File: src/rtl/tx_pkt_ring_ctrl.sv
// Store-and-forward packet ring controller: drives an external simple dual-port RAM
// as a packet FIFO with commit-on-last, abort/rewind and a 2-entry read-side skid buffer.
module tx_pkt_ring_ctrl #(
   parameter int DATA_WIDTH    = 64,
   parameter int ADDRESS_WIDTH = 9,
   parameter int CNT_WIDTH     = 8
) (
   input  logic                     clock,
   input  logic                     reset,
   input  logic [DATA_WIDTH-1:0]    s_data,
   input  logic                     s_last,
   input  logic                     s_valid,
   output logic                     s_ready,
   input  logic                     s_abort,
   output logic                     ram_enable_a,
   output logic                     ram_write_enable,
   output logic [ADDRESS_WIDTH-1:0] ram_write_address,
   output logic [DATA_WIDTH:0]      ram_write_data,
   output logic                     ram_enable_b,
   output logic [ADDRESS_WIDTH-1:0] ram_read_address,
   input  logic [DATA_WIDTH:0]      ram_read_data,
   output logic [DATA_WIDTH-1:0]    m_data,
   output logic                     m_last,
   output logic                     m_valid,
   input  logic                     m_ready,
   output logic [CNT_WIDTH-1:0]     pkt_count,
   output logic [ADDRESS_WIDTH:0]   fill_level
);

   localparam int PTR_WIDTH = ADDRESS_WIDTH + 1;
   localparam logic [PTR_WIDTH-1:0] DEPTH = {1'b1, {ADDRESS_WIDTH{1'b0}}};

   logic [PTR_WIDTH-1:0] wr_ptr_q, wr_ptr_d;
   logic [PTR_WIDTH-1:0] commit_ptr_q, commit_ptr_d;
   logic [PTR_WIDTH-1:0] rd_issue_ptr_q, rd_issue_ptr_d;
   logic [PTR_WIDTH-1:0] used_words;
   logic                 full;
   logic                 empty;
   logic                 accept;
   logic                 commit;

   logic                 inflight_q, inflight_d;
   logic [DATA_WIDTH:0]  ob_word_q [2];
   logic [DATA_WIDTH:0]  ob_word_d [2];
   logic                 ob_head_q, ob_head_d;
   logic [1:0]           ob_count_q, ob_count_d;
   logic                 ob_tail;
   logic [2:0]           slots_used;
   logic                 issue;
   logic                 push;
   logic                 pop;
   logic                 drain_last;

   logic [CNT_WIDTH-1:0] pkt_count_q, pkt_count_d;

   assign used_words = wr_ptr_q - rd_issue_ptr_q;
   assign full       = (used_words == DEPTH);
   assign empty      = (rd_issue_ptr_q == commit_ptr_q);

   assign s_ready           = !full && !reset;
   assign accept            = s_valid && s_ready && !s_abort;
   assign commit            = accept && s_last;
   assign ram_enable_a      = accept;
   assign ram_write_enable  = accept;
   assign ram_write_address = wr_ptr_q[ADDRESS_WIDTH-1:0];
   assign ram_write_data    = {s_last, s_data};

   // Abort rewinds to the last commit point and swallows any beat offered alongside it.
   always_comb begin
      wr_ptr_d     = wr_ptr_q;
      commit_ptr_d = commit_ptr_q;
      if (s_abort) begin
         wr_ptr_d = commit_ptr_q;
      end else if (accept) begin
         wr_ptr_d = wr_ptr_q + PTR_WIDTH'(1);
         if (s_last) begin
            commit_ptr_d = wr_ptr_q + PTR_WIDTH'(1);
         end
      end
   end

   assign m_valid    = (ob_count_q != 2'd0);
   assign pop        = m_valid && m_ready;
   assign push       = inflight_q;
   assign drain_last = pop && m_last;
   assign ob_tail    = ob_head_q ^ ob_count_q[0];
   assign m_data     = ob_word_q[ob_head_q][DATA_WIDTH-1:0];
   assign m_last     = ob_word_q[ob_head_q][DATA_WIDTH];

   // A slot being popped this cycle counts as free so reads keep one beat per cycle.
   assign slots_used = {1'b0, ob_count_q} + {2'b0, inflight_q};
   assign issue      = !reset && !empty && (slots_used < (3'd2 + {2'b0, pop}));

   assign ram_enable_b     = issue;
   assign ram_read_address = rd_issue_ptr_q[ADDRESS_WIDTH-1:0];

   always_comb begin
      rd_issue_ptr_d = rd_issue_ptr_q;
      inflight_d     = issue;
      if (issue) begin
         rd_issue_ptr_d = rd_issue_ptr_q + PTR_WIDTH'(1);
      end
   end

   always_comb begin
      ob_word_d[0] = ob_word_q[0];
      ob_word_d[1] = ob_word_q[1];
      if (push) begin
         ob_word_d[ob_tail] = ram_read_data;
      end
      ob_head_d  = ob_head_q ^ pop;
      ob_count_d = ob_count_q + {1'b0, push} - {1'b0, pop};
   end

   always_comb begin
      pkt_count_d = pkt_count_q;
      if (commit && !drain_last) begin
         pkt_count_d = pkt_count_q + CNT_WIDTH'(1);
      end else if (drain_last && !commit) begin
         pkt_count_d = pkt_count_q - CNT_WIDTH'(1);
      end
   end

   assign pkt_count  = pkt_count_q;
   assign fill_level = used_words;

   always_ff @(posedge clock) begin
      if (reset) begin
         wr_ptr_q       <= '0;
         commit_ptr_q   <= '0;
         rd_issue_ptr_q <= '0;
         inflight_q     <= 1'b0;
         ob_word_q[0]   <= '0;
         ob_word_q[1]   <= '0;
         ob_head_q      <= 1'b0;
         ob_count_q     <= 2'd0;
         pkt_count_q    <= '0;
      end else begin
         wr_ptr_q       <= wr_ptr_d;
         commit_ptr_q   <= commit_ptr_d;
         rd_issue_ptr_q <= rd_issue_ptr_d;
         inflight_q     <= inflight_d;
         ob_word_q[0]   <= ob_word_d[0];
         ob_word_q[1]   <= ob_word_d[1];
         ob_head_q      <= ob_head_d;
         ob_count_q     <= ob_count_d;
         pkt_count_q    <= pkt_count_d;
      end
   end

endmodule

File: config.mk
export PLATFORM = sky130hd
export DESIGN_NAME = tx_pkt_ring_ctrl
export DESIGN_NICKNAME = d
export VERILOG_FILES = /design/src/rtl/tx_pkt_ring_ctrl.sv
export SDC_FILE = /design/constraint.sdc
export NUM_CORES = 1
export LEC_CHECK = 0
export BUFFER_PORTS_ARGS = -buffer_cell sky130_fd_sc_hd__clkbuf_2
export CAP_MARGIN = 20
export CORE_MARGIN = 4
export CORE_UTILIZATION = 55
export DETAILED_ROUTE_END_ITERATION = 10
export PLACE_DENSITY = 0.88
export SLEW_MARGIN = 0
export SYNTH_ARGS = -nofsm -noshare
export SYNTH_HDL_FRONTEND = slang
export SYNTH_SLANG_ARGS = --single-unit
File: constraint.sdc
create_clock -name clock -period 8.1 [get_ports clock]
set_clock_uncertainty 0.15 [all_clocks]
set_input_delay 1.62 -clock clock [delete_from_list [all_inputs] [get_ports clock]]
set_output_delay 1.62 -clock clock [all_outputs]
set_load 0.05 [all_outputs]
==> summary.md, run 1 <==
| Metric | Value |
|---|---|
| CP Capture Type | register |
| Worst-Margin Slew | 0.971 ns |
| H-tree depth | 4 |
| DRT antenna net count | 0 |
| Status | finished clean |
| Vias per std cell | 5.54 |
| Reg clk slew, reported paths | 0.07 ns |
| Die height | 136 µm |
| Vias | 7652 |
| Max Cap Viol | 0 |
| Clk root buf | clkbuf_16 |
| Ports | 306 |
| Vias in the first global route | 7219 |
| Pwr dens | 334 mW/mm² |
| Synth area leaders | dfxtp_1 38%, nand2_1 11%, mux2_2 8.3% |
| Layout fillers | 1331 |
| Core area | 0.0160 mm² |
| Crit share post-route | 69.9% |
| Top cell type's share of synthesized area | 38.0% |
| Largest net degree at the start of global routing | 95 |
| CTS tree | yes |
| Fin util | 62.0% |
| Syn Nets | 1263 |
| Max VDD drop | 0.179 mV |
| # setup viols final | 0 |
| Rows | 46 |
| Met2 wire len | 10600 µm |
| Distinct cell type count after synthesis | 58 |
| Post-CTS setup buffer count | 0 |
| RR Endpoint | pkt_count[7] |
| Number of synthesized flops with an enable pin | 0 |
| CTS resizes | 0 |
| Final #Nets | 1310 |
| Total GRT Usage | 22.7% |
| Flop pwr share | 32.7% |
| Slew Viols, Final | 0 |
| Gr ovfl total | 0 |
| Mapped cell area | 0.00905 mm² |
| Initial core utilization | 56.6% |
| Die Wd | 136 µm |
| Top FF cell, synth | dfxtp_1 |
| Post-synth top cells | 269 x nand2_1, 172 x dfxtp_1, 144 x a21oi_1, 84 x buf_4, 67 x mux2_2 |
| Comb pwr share | 41.0% |
| DRT met1 WL | 8790 µm |
| Share of post-route cells with drive strength above 1 | 26.5% |
| Flops & latches, synth | 172 |
| Post-route DRC | 0 |
| Worst Hold Class | reg2reg |
| CP max FO | 21 |
| CTS buffer count | 17 |
| Setup TNS | 0 ns |
| Static Leak | 0.00414 µW |
| Clk sinks | 172 |
| Max Clock Freq | 177 MHz |
| Power Internal | 1870 µW |
| WS Path Type | reg2reg |
| Met3 wire length | 1630 µm |
| Placed cells | 1348 |
| Mapped Cells | 1104 |
| I/O Buffers | 177 |
| Post-route minimum period | 5.66 ns |
| Final Wtd Congestion | 0.874 |
| Slew headroom | 35.3% |
| RSZ-0062 raised after global routing | false |
| Startpoint Class | register |
| Register-to-Register Setup Slack | 2.44 ns |
| 1st-iter DRT viols | 576 |
| Critical Path RT | 8.26 ns |
| Most common cell in the netlist | nand2_1 |
| Hpwl dp | 14300 µm |
| Fraction of registers with async set/reset | 0% |
| CP Data Arrival Time | 5.82 ns |
| Routed len/inst | 15.5 µm |
| Max layer used | met4 |
| Initial antenna violation count | 1 |
| Clock power share | 26.3% |
| Endpoints failing hold | 0 |
| Clock Tree Buf Depth | 2 |
| Clk Latency, worst-skew pair | 0.42 ns |
| Die area | 0.0186 mm² |
| Post-route insts no fill | 1381 |
| Reg2reg start | rd_issue_ptr_q[0] |
| Yosys top cell by area | dfxtp_1 |
| Total power | 3310 µW |
| Synth-to-Final Area Change | 9.56% |
| Hold_sp | ob_word_q[0][47] |
| Worst Reg2Reg Path Length in Cells | 20 |
| Sequential-to-total area share from yosys stat | 38.0% |
| Syn_area_per_cell | 8.20 µm² |
| Switching power | 1450 µW |
| Hold Slack | 0.303 ns |
| Synthesis Warnings | 0 |
| WHS Path Cells | 2 |
| First-pass GRT wire length | 34400 µm |
| First-pass DRT Iterations | 5 |
| CTS Hold Bufs | 0 |
| Worst hold path endpoint | ob_word_q[0][47] |
| Total wire length | 21500 µm |
| Net Sw Frac | 43.6% |
[power by group through the flow]
stage | Combinational (µW) | Clock (µW) | Sequential (µW)
after floorplan | 1170 | 0 | 1090
after global placement | 1330 | 0 | 1090
after detailed placement | 1360 | 0 | 1100
after CTS | 1360 | 887 | 1080
after global routing | 1460 | 922 | 1100
final | 1360 | 872 | 1080
[per-stage QoR]
stage / cell area, µm² / setup WS, ns
final: 9920 / 2.44
after global routing: 9920 / 1.97
after CTS: 9920 / 2.42
after detailed placement: 9280 / 2.44
after global placement: 9280 / 2.63
after floorplan: 9050 / 1.78
[sequential cells by signal (all words and copies together), names as in the netlist]
| signal | flops |
|---|---|
| ob_word_q | 130 |
| ob_count_q | 2 |
| wr_ptr_q | 10 |
| pkt_count | 8 |
| rd_issue_ptr_q | 10 |
| inflight_q | 1 |
| commit_ptr_q | 10 |
| ob_head_q | 1 |
[per-layer routing]
layer  global-route usage [%]  vias to the layer above
li1                         -                     3742
met1                     28.5                     3544
met2                     38.4                      315
met3                     5.18                       51
met4                     8.01                        0
met5                        0                        -
[placed cells by master, fill, tap and decap left out, types with 7 or more instances in the layout]
cell       netlist  routed
a31oi_1         10      10
buf_4           84      10
a211oi_2         7       7
inv_1           29      29
xnor2_1         27      27
and3_1           7       7
a211oi_1        18      18
a311oi_1         8       8
inv_8            0       8
o21ai_0          7       7
clkbuf_2         0     176
nand3_1         11      11
nand2_1        269     267
xor2_1          18      18
mux2_2          67      67
nor3_1          11      11
nand4_1         10      10
a21oi_1        144     144
dfxtp_1        172     171
a211o_1          8       8
ha_1            22      22
nor2_1          45      45
clkbuf_16        0      17
[cell type report]
cell class / instances / area (µm²) / share of cell area [%]
Antenna cell: 1 / 2.50 / 0.0252
Clock buffer: 17 / 425 / 4.29
Clock inverter: 15 / 216 / 2.18
Inverter: 29 / 109 / 1.10
Multi-Input combinational cell: 745 / 4500 / 45.3
Sequential cell: 172 / 3440 / 34.7
Tap cell: 216 / 270 / 2.72
Timing Repair Buffer: 186 / 956 / 9.64
[worst max-delay path by stage]
stage,from,endpoint,depth (start not counted)
detailed placement,rd_issue_ptr_q[0],pkt_count[7],20
finish,rd_issue_ptr_q[0],pkt_count[7],20
CTS,rd_issue_ptr_q[0],pkt_count[7],20
floorplan,rd_issue_ptr_q[0],ram_write_enable,11
global placement,rd_issue_ptr_q[0],pkt_count[7],20
global route,rd_issue_ptr_q[0],pkt_count[7],20
[critical path, cell delays in order (launching register included)]
cell and delay (ns):
dfxtp_1 0.51, ha_1 0.26, fa_1 0.26, nor2b_4 0.07, or2_1 0.22, a221o_1 0.34
xor2_1 0.18, a2111oi_4 0.32, buf_4 0.29, and3_2 0.45, nor3_1 0.14, ha_1 0.27
inv_1 0.22, ha_1 0.29, a21o_1 0.17, a21oi_1 0.22, o21bai_1 0.11, a2111oi_0 0.40
nor3_1 0.13, mux2i_1 0.19, mux2_2 0.35
[kinds of logic (layout without fill, tap and decap cells)]
kind of cell,count (synthesis),count (layout),synth area share [%]
fa+ha+maj,24,24,3.48
other cells,0,1,0
xor+xnor,45,45,4.35
mux,72,72,8.88
simple gates,380,380,17.5
flops,172,172,38.0
buf+inv,187,247,12.4
compound gates,224,224,15.3
(Power assumes the default switching activity.)
==> inputs of run 2 (changes only) <==
--- a/config.mk
+++ b/config.mk
@@ -8,9 +8,9 @@
 export BUFFER_PORTS_ARGS = -buffer_cell sky130_fd_sc_hd__clkbuf_2
 export CAP_MARGIN = 20
 export CORE_MARGIN = 4
-export CORE_UTILIZATION = 55
+export CORE_UTILIZATION = 46
 export DETAILED_ROUTE_END_ITERATION = 10
-export PLACE_DENSITY = 0.88
+export PLACE_DENSITY = 0.79
 export SLEW_MARGIN = 0
 export SYNTH_ARGS = -nofsm -noshare
 export SYNTH_HDL_FRONTEND = slang
==> constraint.sdc (replaced) <==
create_clock -name clock -period 5.2 [get_ports clock]
set_clock_uncertainty 0.15 [all_clocks]
set_input_delay 1.04 -clock clock [delete_from_list [all_inputs] [get_ports clock]]
set_output_delay 1.04 -clock clock [all_outputs]
set_load 0.05 [all_outputs]
==> run 2 against run 1 <==
- clock power rose by 48%
- register-to-register slack worse by 2.1 ns
- non-clock buffer count grew 11
- flip-flop and latch count did not move
- critical endpoint unchanged
- sequential share of layout area shrank 0.47 points
- critical path type unchanged
- highest routed layer unchanged
- routed wire length is 3.4% higher
- via count barely moved
- setup slack worse by 2.1 ns
==> summary.md, run 2 (synthesis gave the netlist of run 1 again) <==
| Metric | Value |
|---|---|
| Pwr dens | 508 mW/mm² (+52%) |
| Vias in the first global route | 7086 (-1.8%) |
| Area of placed instances | 0.00944 mm² (+1.8%) |
| I/O Buffers | 177 (unchanged) |
| 1st-iter DRT viols | 397 (-31%) |
| CP max FO | 8 (-62%) |
| Max VDD drop | 0.228 mV (+27%) |
| Clk sinks | 172 (unchanged) |
| Clk Latency, worst-skew pair | 0.42 ns (about the same) |
| Vias | 7647 (-0.065%) |
| Most frequent cells in the layout | 267 x nand2_1, 176 x clkbuf_2, 171 x dfxtp_1, 144 x a21oi_1, 67 x mux2_2 |
| Reg2reg start | wr_ptr_q[0] |
| Routed len/inst | 15.4 µm (-0.86%) |
| Critical Path RT | 5.36 ns (-2.90 ns) |
| Clock Tree Buf Depth | 2 (unchanged) |
| CP Data Arrival Time | 5.01 ns (-0.81 ns) |
| Die height | 148 µm (+8.8%) |
| Worst Hold Class | reg2reg |
| First-pass GRT wire length | 35500 µm (+3.1%) |
| Placed cells | 1408 (+4.5%) |
| Total GRT Usage | 19.5% (-3.2 points) |
| Post-route DRC | 0 (unchanged) |
| Slew headroom | 26.4% (-8.9 points) |
| Worst-Margin Slew | 1.10 ns (+0.134 ns) |
| Final instance area | 0.0101 mm² (+1.4%) |
| Synth-to-Final Area Change | 11.1% |
| Clk root buf | clkbuf_16 |
| Setup TNS | 0 ns (unchanged) |
| Largest register FFs | 130 (unchanged) |
| Critical Path End | pkt_count[7] |
| Most common cell after layout, fill and taps aside | nand2_1 |
| Vias per std cell | 5.31 (-4.2%) |
| Gr ovfl total | 0 (unchanged) |
| Static Leak | 0.00418 µW (+1.1%) |
| Post-route minimum period | 4.85 ns (-0.810 ns) |
| Crit share post-route | 93.3% (+23 points) |
| Max Cap Viol | 0 (unchanged) |
| Startpoint Class | register |
| Largest net degree at the start of global routing | 106 (+12%) |
| Final Wtd Congestion | 0.868 (-0.62%) |
| Hpwl dp | 14800 µm (+3.9%) |
| Final #Nets | 1321 (+0.84%) |
| Die Wd | 148 µm (+8.8%) |
| Initial antenna violation count | 0 (-1) |
| Largest Register | ob_word_q |
| DRT antenna net count | 0 (unchanged) |
| WS Path Type | reg2reg |
| Reg clk slew, reported paths | 0.07 ns (about the same) |
| CTS buffer count | 17 (unchanged) |
| H-tree depth | 4 (unchanged) |
| Total wire length | 22200 µm (+3.4%) |
| Status | finished clean |
| Post-CTS setup buffer count | 0 (unchanged) |
| Slew Viols, Final | 0 (unchanged) |
| RR Endpoint | pkt_count[7] |
| Endpoints failing hold | 0 (unchanged) |
| CTS resizes | 0 (unchanged) |
| Layout fillers | 1864 (+40%) |
| Worst Reg2Reg Path Length in Cells | 20 (unchanged) |
| CP Capture Type | register |
| Register-to-Register Setup Slack | 0.35 ns (-2.09 ns) |
| First-pass DRT Iterations | 4 (-1) |
| Core area | 0.0194 mm² (+21%) |
| Share of post-route cells with drive strength above 1 | 27.7% (+1.1 points) |
| Die area | 0.0220 mm² (+18%) |
| RSZ-0062 raised after global routing | false |
| Ports | 306 (unchanged) |
| CTS tree | yes |
| Max Clock Freq | 206 MHz (+17%) |
| Hold Slack | 0.303 ns (+0.0000890 ns) |
| Crit path launch | wr_ptr_q[0] |
| CTS Hold Bufs | 0 (unchanged) |
| Post-route insts no fill | 1440 (+4.3%) |
| Initial core utilization | 46.7% (-9.9 points) |
| Antenna cells | 0 (-1) |
| # setup viols final | 0 (unchanged) |
| Rows | 51 (+11%) |
==> run 2: changes by cell type in the layout (fill, tap and decap cells not counted), moves of 2 or more <==
cell / previous run / this run
buf_4: 10 / 21
bufinv_16: 2 / 0
clkinv_4: 0 / 3
clkinv_8: 3 / 6
inv_8: 8 / 2
xor2_1: 18 / 16
xor2_2: 0 / 2
==> run 2: per-layer routing <==
metal | routed length [µm] | track usage (%)
met3 | 1170 | 3.66
met2 | 11000 | 33.2
met5 | 0 | 0
met4 | 456 | 6.79
met1 | 9550 | 24.8
==> run 2: cell type report <==
type                    count  area [µm²]  share of cell area, %
clock buffers              17         425                   4.23
clock inverters            15         189                   1.88
inverters                  29         109                   1.08
multi-input cells         745        4520                   44.9
flip-flops and latches    172        3450                   34.3
well taps                 265         332                   3.29
repair buffers            197        1040                   10.3
==> run 2: worst min path at each step <==
stage / startpoint / to / cells past startpoint
after floorplan: ob_word_q[1][0] / ob_word_q[1][0] / 2
after global placement: ob_word_q[1][12] / ob_word_q[1][12] / 2
after detailed placement: ob_word_q[1][11] / ob_word_q[1][11] / 2
after CTS: ob_word_q[1][11] / ob_word_q[1][11] / 2
after global routing: ob_word_q[0][1] / ob_word_q[0][1] / 2
final: ob_word_q[0][51] / ob_word_q[0][51] / 2
==> run 2: stage by stage <==
step	setup slack [ns]	util [%]	total power, µW
5_1_grt	0.0421	51.9	5390
3_5_place_dp	0.215	48.7	3860
4_1_cts	0.190	51.8	5150
2_1_floorplan	0.0203	-	3530
6_report	0.348	51.9	5110
3_3_place_gp	0.328	48.7	3820
==> run 2: where the power goes <==
part / switching (µW) / total [µW] / internal, µW / leakage, µW
logic: 1520 / 2150 / 625 / 0.00248
registers: 125 / 1670 / 1550 / 0.00140
clock network: 633 / 1290 / 656 / 0.000296
total: 2280 / 5110 / 2830 / 0.00418
==> run 2: worst max-delay path, cell delays in order (launching register included) <==
cell and delay, ns:
dfxtp_1 0.39, inv_1 0.10, ha_1 0.24, fa_1 0.45, nor2b_4 0.18, nor4_1 0.06, o211a_1 0.21, o21ai_0 0.33
a2111oi_4 0.06, and3_2 0.25, nor3_2 0.21, ha_1 0.21, inv_2 0.09, ha_1 0.28, a21o_1 0.17, a21oi_1 0.20
o21bai_1 0.11, a2111oi_1 0.39, nor3_1 0.12, mux2i_1 0.17, mux2_2 0.34
==> inputs of run 3 (changes only) <==
--- a/config.mk
+++ b/config.mk
@@ -8,9 +8,10 @@
 export BUFFER_PORTS_ARGS = -buffer_cell sky130_fd_sc_hd__clkbuf_2
 export CAP_MARGIN = 20
 export CORE_MARGIN = 4
-export CORE_UTILIZATION = 46
+export CORE_UTILIZATION = 47
+export CTS_BUF_LIST = sky130_fd_sc_hd__clkbuf_4 sky130_fd_sc_hd__clkbuf_8
 export DETAILED_ROUTE_END_ITERATION = 10
-export PLACE_DENSITY = 0.79
+export PLACE_DENSITY = 0.8
 export SLEW_MARGIN = 0
 export SYNTH_ARGS = -nofsm -noshare
 export SYNTH_HDL_FRONTEND = slang
==> run 3 against run 2 <==
- routed wire length down 2.6%
- power decreased by 5.9%
- setup slack lost 0.064 ns
- non-clock buffer count up 1
- combinational power about the same
- register-to-register slack worse by 0.06 ns
- via count is 1.4% lower
- core utilization increased by 0.66 points
- highest routed layer unchanged
==> summary.md, run 3 (synthesis gave the netlist of run 1 again) <==
| Metric | Value |
|---|---|
| Die area | 0.0216 mm² (-2.0%) |
| Vias per std cell | 5.25 (-1.1%) |
| Antenna cells | 0 (unchanged) |
| Core area | 0.0188 mm² (-2.9%) |
| Die Wd | 147 µm (-1.0%) |
| DRT antenna net count | 0 (unchanged) |
| Worst Hold Class | reg2reg |
| Total wire length | 21600 µm (-2.6%) |
| Power Internal | 2590 µW (-8.4%) |
| Final #Nets | 1322 (+0.076%) |
| Rows | 50 (-2.0%) |
| Total power | 4810 µW (-5.9%) |
| Die height | 147 µm (-1.0%) |
| Vias | 7540 (-1.4%) |
| CP delay by family, top | compound AO/OA/AOI/OAI gates |
| Synth-to-Final Area Change | 9.26% |
| Setup TNS | 0 ns (unchanged) |
| Switching power | 2220 µW (-2.7%) |
| Post-CTS setup buffer count | 0 (unchanged) |
| Crit share post-route | 94.5% (+1.2 points) |
| RR Endpoint | pkt_count[7] |
| Routed len/inst | 15.0 µm (-2.3%) |
| Slowest stage cell, crit path | dfxtp_1 |
| Reg clk slew, reported paths | 0.11 ns (+0.04 ns) |
| Register-to-Register Setup Slack | 0.28 ns (-0.06 ns) |
| # setup viols final | 0 (unchanged) |
| CTS tree | yes |
| Startpoint Class | register |
| Most frequent cells in the layout | 267 x nand2_1, 176 x clkbuf_2, 170 x dfxtp_1, 144 x a21oi_1, 67 x mux2_2 |
| Net Sw Frac | 46.1% (+1.5 points) |
| CP Capture Type | register |
| Max VDD drop | 0.218 mV (-4.5%) |
| Total GRT Usage | 19.7% (+0.25 points) |
| Setup ws final | 0.285 ns (-0.0636 ns) |
| Reg2reg start | rd_issue_ptr_q[5] |
| Critical path buffers and inverters | 2 (unchanged) |
| Hpwl dp | 14400 µm (-3.3%) |
| Post-Place Worst Slack | 0.286 ns (+0.0715 ns) |
| CTS buffer count | 17 (unchanged) |
| Clock Tree Buf Depth | 2 (unchanged) |
| Slowest stage delay, CP | 0.42 ns (-0.03 ns) |
| Post-route DRC | 0 (unchanged) |
| WHS Path Cells | 2 (unchanged) |
| Status | finished clean |
| Comb pwr share | 44.5% (+2.5 points) |
| Worst-Margin Slew | 0.980 ns (-0.124 ns) |
| Worst Reg2Reg Path Length in Cells | 18 (-10%) |
| Slew headroom | 34.7% (+8.3 points) |
| Critical-path cell list | inv_1, ha_1, and3_2, a221o_1, xor2_2, a2111oi_4, and3_2, nor3_1, ha_1, inv_1, ha_1, a21o_1, a21oi_1, o21bai_1, a2111oi_2, nor3_1, mux2i_1, mux2_2 |
| Post-route minimum period | 4.92 ns (+0.0636 ns) |
| Largest net degree at the start of global routing | 94 (-11%) |
| Most common cell after layout, fill and taps aside | nand2_1 |
| I/O Buffers | 177 (unchanged) |
| Clk root buf | clkbuf_8 |
| Cell mode on critical path | ha_1 |
| H-tree depth | 4 (unchanged) |
| Clock power share | 20.7% (-4.5 points) |
| Slew Viols, Final | 0 (unchanged) |
| Max Clock Freq | 203 MHz (-1.3%) |
| Pwr dens | 486 mW/mm² (-4.2%) |
| Max Cap Viol | 0 (unchanged) |
| WS Path Type | reg2reg |
| Critical Path RT | 5.41 ns (+0.05 ns) |
| Worst hold path endpoint | ob_word_q[1][23] |
| Clk Latency, worst-skew pair | 0.45 ns (+0.03 ns) |
| CP max FO | 9 (+1) |
| Hold Slack | 0.307 ns (+0.00354 ns) |
| Gr ovfl total | 0 (unchanged) |
| Static Leak | 0.00410 µW (-1.9%) |
| Initial core utilization | 48.1% (+1.4 points) |
| Final Wtd Congestion | 0.910 (+4.9%) |
| Share of post-route cells with drive strength above 1 | 27.8% (+0.15 points) |
| Crit path launch | rd_issue_ptr_q[5] |
| First-pass GRT wire length | 35500 µm (about the same) |
| Largest register FFs | 130 (unchanged) |
| Flop pwr share | 34.8% (+2.0 points) |
| 1st-iter DRT viols | 439 (+11%) |
| Largest Register | ob_word_q |
| Initial antenna violation count | 0 (unchanged) |
| CP Data Arrival Time | 5.12 ns (+0.11 ns) |
| Vias in the first global route | 7040 (-0.65%) |
| Hold_sp | ob_word_q[1][23] |
| Clk sinks | 172 (unchanged) |
| Endpoints failing hold | 0 (unchanged) |
| First-pass DRT Iterations | 5 (+1) |
| Ports | 306 (unchanged) |
[run 3: cell count changes in the layout (fill, tap and decap cells not counted), sizes merged]
| cell | change |
|---|---|
| bufinv | +1 |
| clkinvlp | +2 |
| inv | -1 |
| buf | +1 |
| clkinv | -2 |
[run 3: worst max-delay path by stage]
stage,endpoint,cells after the start
after floorplan,pkt_count[7],20
after global placement,pkt_count[7],20
after detailed placement,pkt_count[7],20
after CTS,pkt_count[7],19
after global routing,pkt_count[7],18
final,pkt_count[7],18
[run 3: metrics by stage]
stage	util (%)	instance area (µm²)	cells
after global routing	52.5	9890	1436
after CTS	52.5	9880	1436
after floorplan	-	9070	1104
after detailed placement	50.1	9440	1404
after global placement	50.1	9440	1404
final	52.5	9890	1436
[run 3: layer usage]
metal | global-route usage (%) | share of wire [%]
met2 | 32.8 | 49
met4 | 6.77 | 1.9
met1 | 25.7 | 43
met5 | 0 | 0
met3 | 3.95 | 6.3
[run 3: worst min-delay path: stages, from the launching register on]
cell and delay [ns]:
dfxtp_1 0.32, nand2_1 0.05, a21oi_1 0.05
[run 3: power groups by stage]
stage,registers (µW),clock network (µW),logic (µW)
floorplan,1700,0,1830
global placement,1690,0,2120
detailed placement,1700,0,2150
CTS,1670,1020,2150
global route,1700,1090,2320
finish,1670,996,2140
[run 3: timing repair]
item / 4_1_cts / 5_1_grt
gates resized for setup: 0 / 4
hold buffers: 0 / 0
setup endpoints to repair: 0 / 1
[run 3: final cells by class]
cell class                 count  area, µm²
clock buffer                  17        234
clock inverter                15        205
fill                        1713       8940
inverter                      29        109
multi-input combinational    745       4530
sequential                   172       3450
tap                          260        325
timing repair buffer         198       1050
